===== src/rtl/apb_cmd_master.sv =====
// Single-command APB master: one SETUP+ACCESS per command, 4 cycles minimum, pready wait states and a timeout.
// Backpressure: cmd_ready only in IDLE; the response is held until rsp_ready, and no new command is taken before that.
module apb_cmd_master #(
   parameter int ADDR_W  = 12,
   parameter int DATA_W  = 32,
   parameter int TIMEOUT = 16
) (
   input  logic              pclk,
   input  logic              prstn,
   input  logic              cmd_valid,
   output logic              cmd_ready,
   input  logic              cmd_write,
   input  logic [ADDR_W-1:0] cmd_addr,
   input  logic [DATA_W-1:0] cmd_wdata,
   output logic              rsp_valid,
   input  logic              rsp_ready,
   output logic [DATA_W-1:0] rsp_rdata,
   output logic              rsp_err,
   output logic [ADDR_W-1:0] paddr,
   output logic [DATA_W-1:0] pwdata,
   output logic              pwrite,
   output logic              psel,
   output logic              penable,
   input  logic [DATA_W-1:0] prdata,
   input  logic              pready
);

   localparam logic [1:0] S_IDLE   = 2'd0;
   localparam logic [1:0] S_SETUP  = 2'd1;
   localparam logic [1:0] S_ACCESS = 2'd2;
   localparam logic [1:0] S_RESP   = 2'd3;

   // The counter only has to reach TIMEOUT-1, so clog2(TIMEOUT) bits suffice.
   localparam int CNT_W = (TIMEOUT > 1) ? $clog2(TIMEOUT) : 1;
   localparam logic [CNT_W-1:0] CNT_LAST = CNT_W'((TIMEOUT == 0) ? 0 : TIMEOUT - 1);

   logic [1:0]        state_q,     state_d;
   logic [CNT_W-1:0]  cnt_q,       cnt_d;
   logic [ADDR_W-1:0] paddr_q,     paddr_d;
   logic [DATA_W-1:0] pwdata_q,    pwdata_d;
   logic              pwrite_q,    pwrite_d;
   logic              psel_q,      psel_d;
   logic              penable_q,   penable_d;
   logic              rsp_valid_q, rsp_valid_d;
   logic [DATA_W-1:0] rsp_rdata_q, rsp_rdata_d;
   logic              rsp_err_q,   rsp_err_d;
   logic              xfer_done;

   always_comb begin
      state_d     = state_q;
      cnt_d       = cnt_q;
      paddr_d     = paddr_q;
      pwdata_d    = pwdata_q;
      pwrite_d    = pwrite_q;
      psel_d      = psel_q;
      penable_d   = penable_q;
      rsp_valid_d = rsp_valid_q;
      rsp_rdata_d = rsp_rdata_q;
      rsp_err_d   = rsp_err_q;
      xfer_done   = 1'b0;

      case (state_q)
         S_IDLE: begin
            if (cmd_valid) begin
               paddr_d  = cmd_addr;
               pwdata_d = cmd_wdata;
               pwrite_d = cmd_write;
               psel_d   = 1'b1;
               state_d  = S_SETUP;
            end
         end
         S_SETUP: begin
            penable_d = 1'b1;
            cnt_d     = '0;
            state_d   = S_ACCESS;
         end
         S_ACCESS: begin
            // pready is checked first so a slave answering on the last allowed cycle still succeeds.
            if (pready) begin
               rsp_rdata_d = pwrite_q ? '0 : prdata;
               rsp_err_d   = 1'b0;
               xfer_done   = 1'b1;
            end else if ((TIMEOUT != 0) && (cnt_q == CNT_LAST)) begin
               rsp_rdata_d = '0;
               rsp_err_d   = 1'b1;
               xfer_done   = 1'b1;
            end else if (TIMEOUT != 0) begin
               cnt_d = cnt_q + 1'b1;
            end
            if (xfer_done) begin
               psel_d      = 1'b0;
               penable_d   = 1'b0;
               rsp_valid_d = 1'b1;
               state_d     = S_RESP;
            end
         end
         S_RESP: begin
            if (rsp_ready) begin
               rsp_valid_d = 1'b0;
               state_d     = S_IDLE;
            end
         end
         default: begin
            psel_d      = 1'b0;
            penable_d   = 1'b0;
            rsp_valid_d = 1'b0;
            state_d     = S_IDLE;
         end
      endcase
   end

   always_ff @(posedge pclk) begin
      if (!prstn) begin
         state_q     <= S_IDLE;
         cnt_q       <= '0;
         paddr_q     <= '0;
         pwdata_q    <= '0;
         pwrite_q    <= 1'b0;
         psel_q      <= 1'b0;
         penable_q   <= 1'b0;
         rsp_valid_q <= 1'b0;
         rsp_rdata_q <= '0;
         rsp_err_q   <= 1'b0;
      end else begin
         state_q     <= state_d;
         cnt_q       <= cnt_d;
         paddr_q     <= paddr_d;
         pwdata_q    <= pwdata_d;
         pwrite_q    <= pwrite_d;
         psel_q      <= psel_d;
         penable_q   <= penable_d;
         rsp_valid_q <= rsp_valid_d;
         rsp_rdata_q <= rsp_rdata_d;
         rsp_err_q   <= rsp_err_d;
      end
   end

   // Gated by prstn so the bridge never advertises readiness while held in reset.
   assign cmd_ready = (state_q == S_IDLE) && prstn;
   assign rsp_valid = rsp_valid_q;
   assign rsp_rdata = rsp_rdata_q;
   assign rsp_err   = rsp_err_q;
   assign paddr     = paddr_q;
   assign pwdata    = pwdata_q;
   assign pwrite    = pwrite_q;
   assign psel      = psel_q;
   assign penable   = penable_q;

endmodule


===== config.mk =====
export PLATFORM = sky130hd
export DESIGN_NAME = apb_cmd_master
export DESIGN_NICKNAME = d
export VERILOG_FILES = /design/src/rtl/apb_cmd_master.sv
export SDC_FILE = /design/constraint.sdc
export NUM_CORES = 1
export LEC_CHECK = 0
export CORE_UTILIZATION = 30
export CTS_CLUSTER_SIZE = 16
export DETAILED_ROUTE_END_ITERATION = 8
export GPL_TIMING_DRIVEN = 0
export SKIP_CTS_REPAIR_TIMING = 1
export SYNTH_ARGS = -nofsm -noshare
export SYNTH_HDL_FRONTEND = slang
export SYNTH_SLANG_ARGS = --single-unit

===== constraint.sdc =====
create_clock -name pclk -period 2.1 [get_ports pclk]
set_clock_uncertainty 0.05 [all_clocks]
set_input_delay 0.63 -clock pclk [delete_from_list [all_inputs] [get_ports pclk]]
set_output_delay 0.63 -clock pclk [all_outputs]
set_load 0.1 [all_outputs]

## Word-level counts from Yosys, hierarchy flattened

Index checks and enable logic that the tools add are counted.

| storage, ports and cells | value |
|---|---|
| register bits | 87 |
| logic and storage cells | 55 |
| input bits | 82 |
| output and inout bits | 82 |

| operators by class | value |
|---|---|
| reduce and logical (&&, ||, !) cells | 13 |
| $add $sub $neg | 1 |
| equality and inequality tests | 9 |
| multiplexer cells | 22 |

Operators with widths:

| cell | count |
|---|---|
| $mux W32 | 3 |
| $reduce_and A3 Y1 | 4 |
| $ne A2 B2 Y1 const B | 5 |
| $mux W1 | 9 |
| $mux W4 | 2 |
| $pmux W2 S4 | 1 |
| $pmux W4 S2 | 1 |
| $reduce_bool A2 Y1 | 4 |
| $mux W2 | 3 |
| $pmux W1 S2 | 3 |
| $reduce_and A2 Y1 | 3 |
| $add A4 B1 Y4 const B | 1 |
| $eq A2 B2 Y1 const B | 2 |
| $eq A4 B4 Y1 const B | 1 |
| $eq A2 B1 Y1 const B | 1 |
| $logic_not A2 Y1 | 1 |
| $logic_and A1 B1 Y1 | 1 |

## Depth between registers and ports, before layout

Gate-level depths: netlist of run 1.

| depth | value |
|---|---|
| depth after elaboration | 6 |
| mapped depth | 7 |
| gate-level depth less buffers | 5 |

## Worst setup path after synthesis of run 1

Ideal clock, no wire load.

| timing path | value |
|---|---|
| kind | in2out |
| from | in prstn |
| to | out cmd_ready |
| stages on the path | 3 |
| buffers on the path | 2 |
| slack | -0.395 ns |
| data required time | 1.420 ns |
| data arrival time | 1.815 ns |
| cell sequence | buf_2 clkbuf_1 and2_1 |

| on the way | value |
|---|---|
| word-level cells in the longest chain between the ends | 1 |

RTL lines:

| item | line | source |
|---|---|---|
| start, declared | 9 | `input logic prstn,` |
| $logic_and A1 B1 Y1 | 139 | `assign cmd_ready = (state_q == S_IDLE) && prstn;` |
| end, declared | 11 | `output logic cmd_ready,` |

Every way passes these cells.

## Final worst setup path of run 1

| timing path | value |
|---|---|
| from | reg rsp_rdata_q[11] (netlist: rsp_rdata[11]) |
| to | out rsp_rdata[11] |

RTL lines:

| item | line | source |
|---|---|---|
| start, declared | 45 | `logic [DATA_W-1:0] rsp_rdata_q, rsp_rdata_d;` |
| start signal, assigned | 133 | `rsp_rdata_q <= rsp_rdata_d;` |
| end, declared | 17 | `output logic [DATA_W-1:0] rsp_rdata,` |

No word-level cell between the ends.

==> results.md, run 1 <==
- Comb pwr share: 45.3%
- Synth unique cells: 30
- Fillers: 1112
- Sw frac: 47.0%
- Area share of xor/xnor cells in the synthesized design: 0%
- Initial Util: 31.1%
- Psw: 3.22 mW
- CTS Buf Count: 9
- Min-delay worst type: register to register
- Adder-cell share of the synthesized area: 2.21%
- Root buffer cell: clkbuf_16
- Syn Area/Cell: 8.37 um2
- Post-Synth Simple-Gate Area: 16.9%
- Die Span X: between 100 and 150 um
- Pwr per Cell Area: around 1300 nW/um2
- Worst path bufs/invs: 1
- Buffers on Ports: roughly 160
- Status: complete, no violations
- Final non-filler cell total: 724
- GRT Total Usage: 16.9%
- Final Wtd Congestion: about 0.78
- Critical path type: register to output port
- Final wirelength: 10.0 mm
- Top delay family on crit path: buffers and inverters
- Boundary Pins: 164
- GR Overflow Total: 0
- Critical Path Source: rsp_rdata[11]
- Top FF cell, synth: dfxtp_1
- R2r endpoint: pwdata[20]
- DRT iter0 DRCs: 132
- Fmax: 0.483 GHz
- Ranking of synthesized cells by area: dfxtp_1, nand2_1, a21oi_1
- Setup crit end: rsp_rdata[11]
- Ys Warns: 0
- Int Pwr: 3.62 mW
- Cells after Synth: around 400
- Slowest stage cell on the critical path: dlymetal6s2s_1
- Synth top area share: approximately half
- Syn Nets: 494
- CTS tree: done
- DRC viols: 0
- Leak Pwr: 2.31 nW
- Max cap viols: 0
- Reg2Reg Launch Point: state_q[0]
- Slew Viols, Final: 0
- Antenna Cells: 0
- Seq pwr share: 29.6%
- Hold WS: 0.402 ns
- R2R cell count: 6
- Clk slew on worst S/H paths: 0.06 ns
- Mux contribution to synthesized area: 0.884%
- Final worst path period share: 98.6%
- Largest net degree at the start of global routing: 15
- Share of layout cells above drive strength 1: 25.5%
- Clock Tree Buf Depth: 2
- Compound-gate portion of the synthesized area: 23.6%
- Combinational family with the most area after synthesis: compound AO/OA/AOI/OAI gates
- Slowest stage delay, CP: 0.74 ns
- Critical path arrival: 1.39 ns
- H-tree depth: 3
- Cells along the critical path: dlymetal6s2s_1
- Highest fanout seen on the critical path: 2
- Vias post-DR: 3418
- Final net count: 667
- EDFF count, synth: 0
- Initial antenna violation count: 0
- Placed insts: roughly 700
- Minimum clock period: roughly 2.1 ns
- Clock latency on the worst-skew pair: 0.32 ns
- Routed length per instance: 13.9 um
- Worst EP required: 1.42 ns
- Share of total power in the clock network: ~25%
- Slew Limit Headroom: between 30 and 40%
- DP HPWL: 7.51 mm
- Maximum vdd drop: 0.000621 V
- Final Hold Viols: 0
- Total power: around 7 mW
- Via density: approximately 4.7
- Post-DRT Antenna Nets: 0
- 1st-pass router iterations: 5
- Height of the die: approximately 110 um
- CP Launch Type: register
- Synth async-reset ratio: 0%
- RSZ-0062 raised after global routing: false
- Vias in the first global route: 3252
- Synth Register Bits: 87
- Area Growth Syn to Fin: 52.5%
- Sequential fraction of the synthesis area: 51.3%
- Sink Count: a little under 90
- Crit path capture type: output port
- Synth Cell Area: 3400 um2
- Cell depth of the worst setup path: 1
- Leading area contributor after synthesis: dfxtp_1
- Reg2reg setup slack: about 0.31 ns
- Core Footprint: around 11000 um2
- Final setup viols: 0
- Num rows: 38
- Die footprint: approximately 12000 um2
- Slew @ Worst Pin: just under 1 ns
- First-pass GRT wire length: between 15 and 20 mm
## sequential cells by signal, indices dropped and copies added, names as in the netlist
register / count
pwdata: 32
rsp_rdata: 32
paddr: 12
cnt_q: 4
state_q: 2
penable: 1
psel: 1
pwrite: 1
rsp_err: 1
rsp_valid: 1
## final cells by class
class | count | area, um2 | area share (%)
clock buffer | 11 | 243 | 4.68
inverter | 5 | 18.8 | 0.362
sequential | 87 | 1740 | 33.6
tap | 140 | 175 | 3.38
multi-input combinational | 280 | 1490 | 28.7
buffer | 34 | 161 | 3.12
timing repair buffer | 162 | 1270 | 24.6
clock inverter | 5 | 81.3 | 1.57
## routing by layer
layer | up-vias | part of all wire [%] | GRT usage [%]
li1 | 1728 | - | -
met4 | 0 | 1.0 | 4.34
met5 | - | 0 | 0
met3 | 8 | 11 | 7.05
met2 | 127 | 45 | 28.5
met1 | 1555 | 43 | 19.5
## metrics by stage
stage	area [um2]	utilization (%)	worst slack (ns)	TNS (ns)
after floorplan	3400	-	0.0186	0
after global placement	5200	47.5	-1.08	-10.27
after detailed placement	5200	47.5	-1.09	-12.03
after CTS	5520	50.5	-1.10	-32.80
after global routing	5180	47.4	0.000440	0
final	5180	47.4	0.0290	0
## cell usage after synthesis, types with 2 or more instances
master / instances
a31o_2: 32
nand3_1: 4
ha_1: 6
o21ai_0: 2
mux2i_1: 3
inv_2: 2
and2_1: 2
nor3_1: 2
clkbuf_1: 15
buf_4: 2
o211ai_1: 4
buf_2: 17
a21oi_1: 81
dfxtp_1: 87
inv_1: 3
a211oi_1: 3
nor2_1: 2
nand2_1: 127
## cell families (layout without fill, tap and decap cells)
| kind of cell | count (synthesis) | after routing |
|---|---|---|
| simple gates | 144 | 144 |
| compound gates | 127 | 127 |
| flops | 87 | 87 |
| buf+inv | 39 | 217 |
| fa+ha+maj | 6 | 6 |
| mux | 3 | 3 |
## tightest hold or removal path, stage by stage, from the launching register on
cell     delay [ns]
dfxtp_1        0.31
nand2_1        0.05
a21oi_1        0.05
## how the worst min path moves through the flow
stage / start / to / slack [ns] / cells after the start
2_1_floorplan: state_q[1] / state_q[1] / 0.42 / 2
3_3_place_gp: paddr[9] / paddr[9] / 0.39 / 2
3_5_place_dp: pwdata[9] / pwdata[9] / 0.40 / 2
4_1_cts: pwdata[9] / pwdata[9] / 0.40 / 2
5_1_grt: pwdata[9] / pwdata[9] / 0.42 / 2
6_report: pwdata[6] / pwdata[6] / 0.40 / 2
## placed cells by master (no fill, tap or decap), types with 2 or more instances in the layout
cell	n
clkbuf_2	75
buf_4	3
mux2i_1	3
nor2_1	2
ha_1	5
a211oi_1	3
o21ai_0	2
inv_2	2
dfxtp_1	87
inv_1	3
o211ai_1	4
dlymetal6s2s_1	7
nand2_1	127
nor3_1	2
nand3_1	4
a31o_2	32
clkdlybuf4s50_1	80
buf_2	17
clkbuf_16	9
bufinv_16	2
a21oi_1	81
clkbuf_1	14
## power groups by stage
stage	registers [mW]	clock network, mW	logic [mW]
after floorplan	3.60	0	0.879
after CTS	2.02	1.77	3.29
after global placement	2.05	0	3.26
after detailed placement	2.06	0	3.28
after global routing	2.05	1.83	3.29
final	2.02	1.72	3.10
Note: power is estimated with default switching activity, not from simulation.
==> run 2: changes to the inputs <==
GPL_TIMING_DRIVEN = unset   (was 0)
==> results.md, run 2 (synthesized netlist as in run 1, its figures left out) <==
- Status: complete, no violations
- Highest fanout seen on the critical path: 5 (+3)
- Max cap viols: 0 (unchanged)
- CTS Buf Count: 9 (unchanged)
- Setup_tns: 0 ns (unchanged)
- Crit path capture type: output port
- Clock Tree Buf Depth: 2 (unchanged)
- Largest net degree at the start of global routing: 46 (+31)
- Final wirelength: 9.79 mm (-2.6%)
- Most frequent cells in the layout: nand2_1, buf_12, dfxtp_1
- Total power: 7.44 mW (+8.8%)
- DRT iter0 DRCs: 128 (-3.0%)
- Hold WS: 0.435 ns (+0.0326 ns)
- Post-DRT Antenna Nets: 0 (unchanged)
- Clock latency on the worst-skew pair: 0.33 ns (about the same)
- Critical path arrival: 1.35 ns (-0.04 ns)
- Die Span X: 108 um (unchanged)
- Boundary Pins: 164 (unchanged)
- GR Overflow Total: 0 (unchanged)
- Most common cell after layout, fill and taps aside: nand2_1
- Minimum clock period: 2.03 ns (-0.0387 ns)
- Die footprint: 11800 um2 (unchanged)
- Buffers on Ports: 163 (+0.62%)
- Final Util: 58.0% (+11 points)
- Register Area: 1740 um2 (about the same)
- Slew Limit Headroom: 76.3% (+41 points)
- Share of layout cells above drive strength 1: 26.4% (+0.90 points)
- Initial antenna violation count: 0 (unchanged)
- DP HPWL: 6.83 mm (-9.0%)
- Reg2reg setup slack: 0.38 ns (+0.07 ns)
- Clk slew on worst S/H paths: 0.06 ns (about the same)
- Initial Util: 31.1% (unchanged)
- DRC viols: 0 (unchanged)
- Final net count: 648 (-2.8%)
- Worst EP required: 1.42 ns (about the same)
- Psw: 3.29 mW (+2.2%)
- GRT Total Usage: 16.8% (-0.024 points)
- Final setup viols: 0 (unchanged)
- Final worst path period share: 96.8% (-1.8 points)
- Comb pwr share: 50.8% (+5.5 points)
- Place WS: -0.0879 ns (+1.00 ns)
- First-pass GRT wire length: 15.5 mm (-1.0%)
- Routed length per instance: 13.9 um (+0.17%)
- Sink Count: 87 (unchanged)
- Leak Pwr: 2.48 nW (+7.1%)
- Root buffer cell: clkbuf_16
- Final Wtd Congestion: 0.770 (-1.4%)
- Fmax: 0.492 GHz (+1.9%)
- Antenna Cells: 0 (unchanged)
- Final non-filler cell total: 704 (-2.8%)
- Int Pwr: 4.15 mW (+15%)
- Vias in the first global route: 3198 (-1.7%)
- Placed insts: 689 (-2.7%)
- CP Launch Type: register
- Area Growth Syn to Fin: 86.6%
- Seq pwr share: 28.8% (-0.8 points)
- Design Area, Final: 6340 um2 (+22%)
- Fillers: 969 (-13%)
- Vias post-DR: 3344 (-2.2%)
- Min-delay worst type: register to register
- R2R cell count: 5 (-1)
- Slew Viols, Final: 0 (unchanged)
- Final Hold Viols: 0 (unchanged)
- Pwr per Cell Area: 1170 nW/um2 (-11%)
- Critical path type: register to output port
- 1st-pass router iterations: 4 (-1)
- Setup crit end: cmd_ready
- Sw frac: 44.2% (-2.8 points)
- Reg2Reg Launch Point: state_q[0]
- Num rows: 38 (unchanged)
- Area of the multi-input gates: 1490 um2 (+0.17%)
- Critical Path Source: state_q[1]
- Core Footprint: 10900 um2 (unchanged)
- RSZ-0062 raised after global routing: false
- Via density: 4.75 (+0.61%)
- Slew @ Worst Pin: 0.356 ns (-0.610 ns)
- Placed Instance Area: 6050 um2 (+16%)
- Share of total power in the clock network: 20.4% (-4.7 points)
- R2r endpoint: rsp_rdata[8]
- Height of the die: 108 um (unchanged)
- Final Worst Setup Slack: 0.0677 ns (+0.0387 ns)
- Maximum vdd drop: 0.000650 V (+4.7%)
- CTS tree: done
- H-tree depth: 3 (unchanged)
-- run 2: changes by cell type in the layout (fill, tap and decap cells not counted), moves of 5 or more --
cell	delta
buf_12	+88
buf_4	+5
buf_2	-17
clkbuf_2	-75
dlymetal6s2s_1	-6
clkbuf_1	-12
-- run 2: worst min-delay path by stage --
stage / from / to / slack [ns] / cells past startpoint
detailed placement: pwdata[4] / pwdata[4] / 0.43 / 2
CTS: pwdata[4] / pwdata[4] / 0.44 / 2
finish: state_q[0] / state_q[0] / 0.44 / 2
floorplan: state_q[1] / state_q[1] / 0.42 / 2
global placement: paddr[3] / paddr[3] / 0.43 / 2
global route: paddr[6] / paddr[6] / 0.46 / 2
-- run 2: metal layers --
layer  wire (um)  part of all wire (%)  GRT usage (%)
met5           0                     0              0
met2        4450                    45           26.9
met4         124                   1.3           6.37
met1        4120                    42           20.3
met3        1090                    11           6.45
-- run 2: final cells by class --
class / count / area share [%]
clock buffers: 11 / 3.67
clock inverters: 4 / 0.750
inverters: 5 / 0.296
multi-input cells: 280 / 23.5
flip-flops and latches: 87 / 27.5
well taps: 140 / 2.76
repair buffers: 177 / 41.6
-- run 2: power by group through the flow --
stage | clock (mW) | sequential, mW | combinational [mW]
after floorplan | 0 | 3.60 | 0.879
after detailed placement | 0 | 2.18 | 3.80
after global placement | 0 | 2.17 | 3.76
after CTS | 1.58 | 2.14 | 3.80
after global routing | 1.65 | 2.17 | 3.97
final | 1.52 | 2.14 | 3.78
-- run 2: critical path, stage by stage (launching register included) --
cell and delay (ns):
dfxtp_1 0.34, inv_1 0.12, ha_2 0.23, and2_4 0.17
buf_12 0.17
==> run 3: changes to the inputs <==
SETUP_SLACK_MARGIN = 0.05   (was unset)
==> results.md, run 3 (synthesized netlist as in run 1, its figures left out) <==
- Clk slew on worst S/H paths: 0.07 ns (about the same)
- CTS tree: done
- Share of layout cells above drive strength 1: 27.6% (+1.1 points)
- Critical path arrival: 1.27 ns (-0.08 ns)
- DP HPWL: 7.21 mm (+5.4%)
- Final Wtd Congestion: 0.688 (-11%)
- Vias in the first global route: 3346 (+4.6%)
- Min-delay worst type: register to register
- Slew Limit Headroom: 84.3% (+8.0 points)
- Fmax: 0.513 GHz (+4.2%)
- Seq pwr share: 28.6% (-0.2 points)
- Slew Viols, Final: 0 (unchanged)
- Final Worst Setup Slack: 0.149 ns (+0.0814 ns)
- GRT Total Usage: 18.0% (+1.2 points)
- Sink Count: 87 (unchanged)
- Slew @ Worst Pin: 0.236 ns (-0.120 ns)
- Max cap viols: 0 (unchanged)
- Share of total power in the clock network: 20.4% (about the same)
- Largest net degree at the start of global routing: 47 (+2.2%)
- Area Growth Syn to Fin: 87.7%
- Hold WS: 0.442 ns (+0.00705 ns)
- Antenna Cells: 0 (unchanged)
- Minimum clock period: 1.95 ns (-0.0814 ns)
- Comb pwr share: 51.0% (+0.2 points)
- Int Pwr: 4.10 mW (-1.2%)
- Root buffer cell: clkbuf_16
- Most frequent cells in the layout: nand2_1, buf_12, dfxtp_1
- Final wirelength: 10.4 mm (+6.0%)
- 1st-pass router iterations: 6 (+2)
- Clock latency on the worst-skew pair: 0.34 ns (about the same)
- Crit path capture type: output port
- R2R cell count: 5 (unchanged)
- Most common cell after layout, fill and taps aside: nand2_1
- Worst EP required: 1.42 ns (about the same)
- CTS Buf Count: 9 (unchanged)
- Final Hold Viols: 0 (unchanged)
- Register Area: 1740 um2 (about the same)
- Pwr per Cell Area: 1180 nW/um2 (+0.43%)
- Critical path type: register to output port
- First-pass GRT wire length: 16.4 mm (+5.9%)
- DRC viols: 0 (unchanged)
- Routed length per instance: 14.7 um (+5.7%)
- Leak Pwr: 2.49 nW (+0.63%)
- Core Footprint: 10900 um2 (unchanged)
- RSZ-0062 raised after global routing: false
- CP Launch Type: register
- Die footprint: 11800 um2 (unchanged)
- Highest fanout seen on the critical path: 5 (unchanged)
- Buffers on Ports: 163 (unchanged)
- GR Overflow Total: 0 (unchanged)
- Post-DRT Antenna Nets: 0 (unchanged)
- Initial antenna violation count: 0 (unchanged)
- Place WS: -0.103 ns (-0.0155 ns)
- Status: complete, no violations
- Sw frac: 45.4% (+1.2 points)
- Final net count: 649 (+0.15%)
- Height of the die: 108 um (unchanged)
- Final Util: 58.3% (+0.35 points)
- Fillers: 969 (unchanged)
- Maximum vdd drop: 0.000605 V (-7.0%)
- Clock Tree Buf Depth: 2 (unchanged)
- Boundary Pins: 164 (unchanged)
- Hold Path Stages: 2 (unchanged)
- H-tree depth: 3 (unchanged)
- Area of the multi-input gates: 1500 um2 (+0.67%)
- Psw: 3.41 mW (+3.9%)
- Via density: 4.80 (+0.97%)
- Num rows: 38 (unchanged)
- Final worst path period share: 92.9% (-3.9 points)
- Final setup viols: 0 (unchanged)
- Vias post-DR: 3386 (+1.3%)
- Initial Util: 31.1% (unchanged)
- DRT iter0 DRCs: 124 (-3.1%)
- Die Span X: 108 um (unchanged)
[run 3: critical path, cell delays in order, from the launching register on]
cell	delay, ns
dfxtp_2	0.37
inv_2	0.07
ha_4	0.17
and2_4	0.16
buf_12	0.16
[run 3: worst paths after layout]
kind,startpoint,end,slack [ns]
min reg2reg,pwdata[18],pwdata[18],0.44
max,state_q[1],cmd_ready,0.15
max reg2reg,cnt_q[0],rsp_rdata[18],0.50
min,pwdata[18],pwdata[18],0.44
[run 3: routing by layer]
layer / up-vias / wire length, um / track usage (%)
met5: - / 0 / 0
met2: 125 / 4810 / 29.8
met4: 0 / 99 / 6.95
met1: 1556 / 4310 / 20.5
li1: 1697 / - / -
met3: 8 / 1160 / 7.66
[run 3: metrics by stage]
| stage | cell area (um2) | std cells | TNS [ns] | total power [mW] |
|---|---|---|---|---|
| final | 6380 | 706 | 0 | 7.52 |
| after detailed placement | 6070 | 690 | -0.836 | 6.01 |
| after CTS | 6360 | 706 | -0.103 | 7.57 |
| after global routing | 6380 | 706 | 0 | 7.88 |
| after floorplan | 3400 | 406 | 0 | 4.48 |
| after global placement | 6070 | 690 | -0.348 | 5.94 |
[run 3: layout make-up]
class / instances / share of cell area [%]
multi-input combinational: 280 / 23.5
tap: 140 / 2.75
timing repair buffer: 178 / 41.6
sequential: 87 / 27.3
clock inverter: 7 / 0.981
clock buffer: 9 / 3.53
inverter: 5 / 0.294
[run 3: power by group through the flow]
stage	clock, mW	sequential [mW]	combinational (mW)
after floorplan	0	3.60	0.879
after global routing	1.67	2.18	4.04
final	1.53	2.15	3.83
after global placement	0	2.16	3.78
after detailed placement	0	2.18	3.82
after CTS	1.59	2.14	3.83
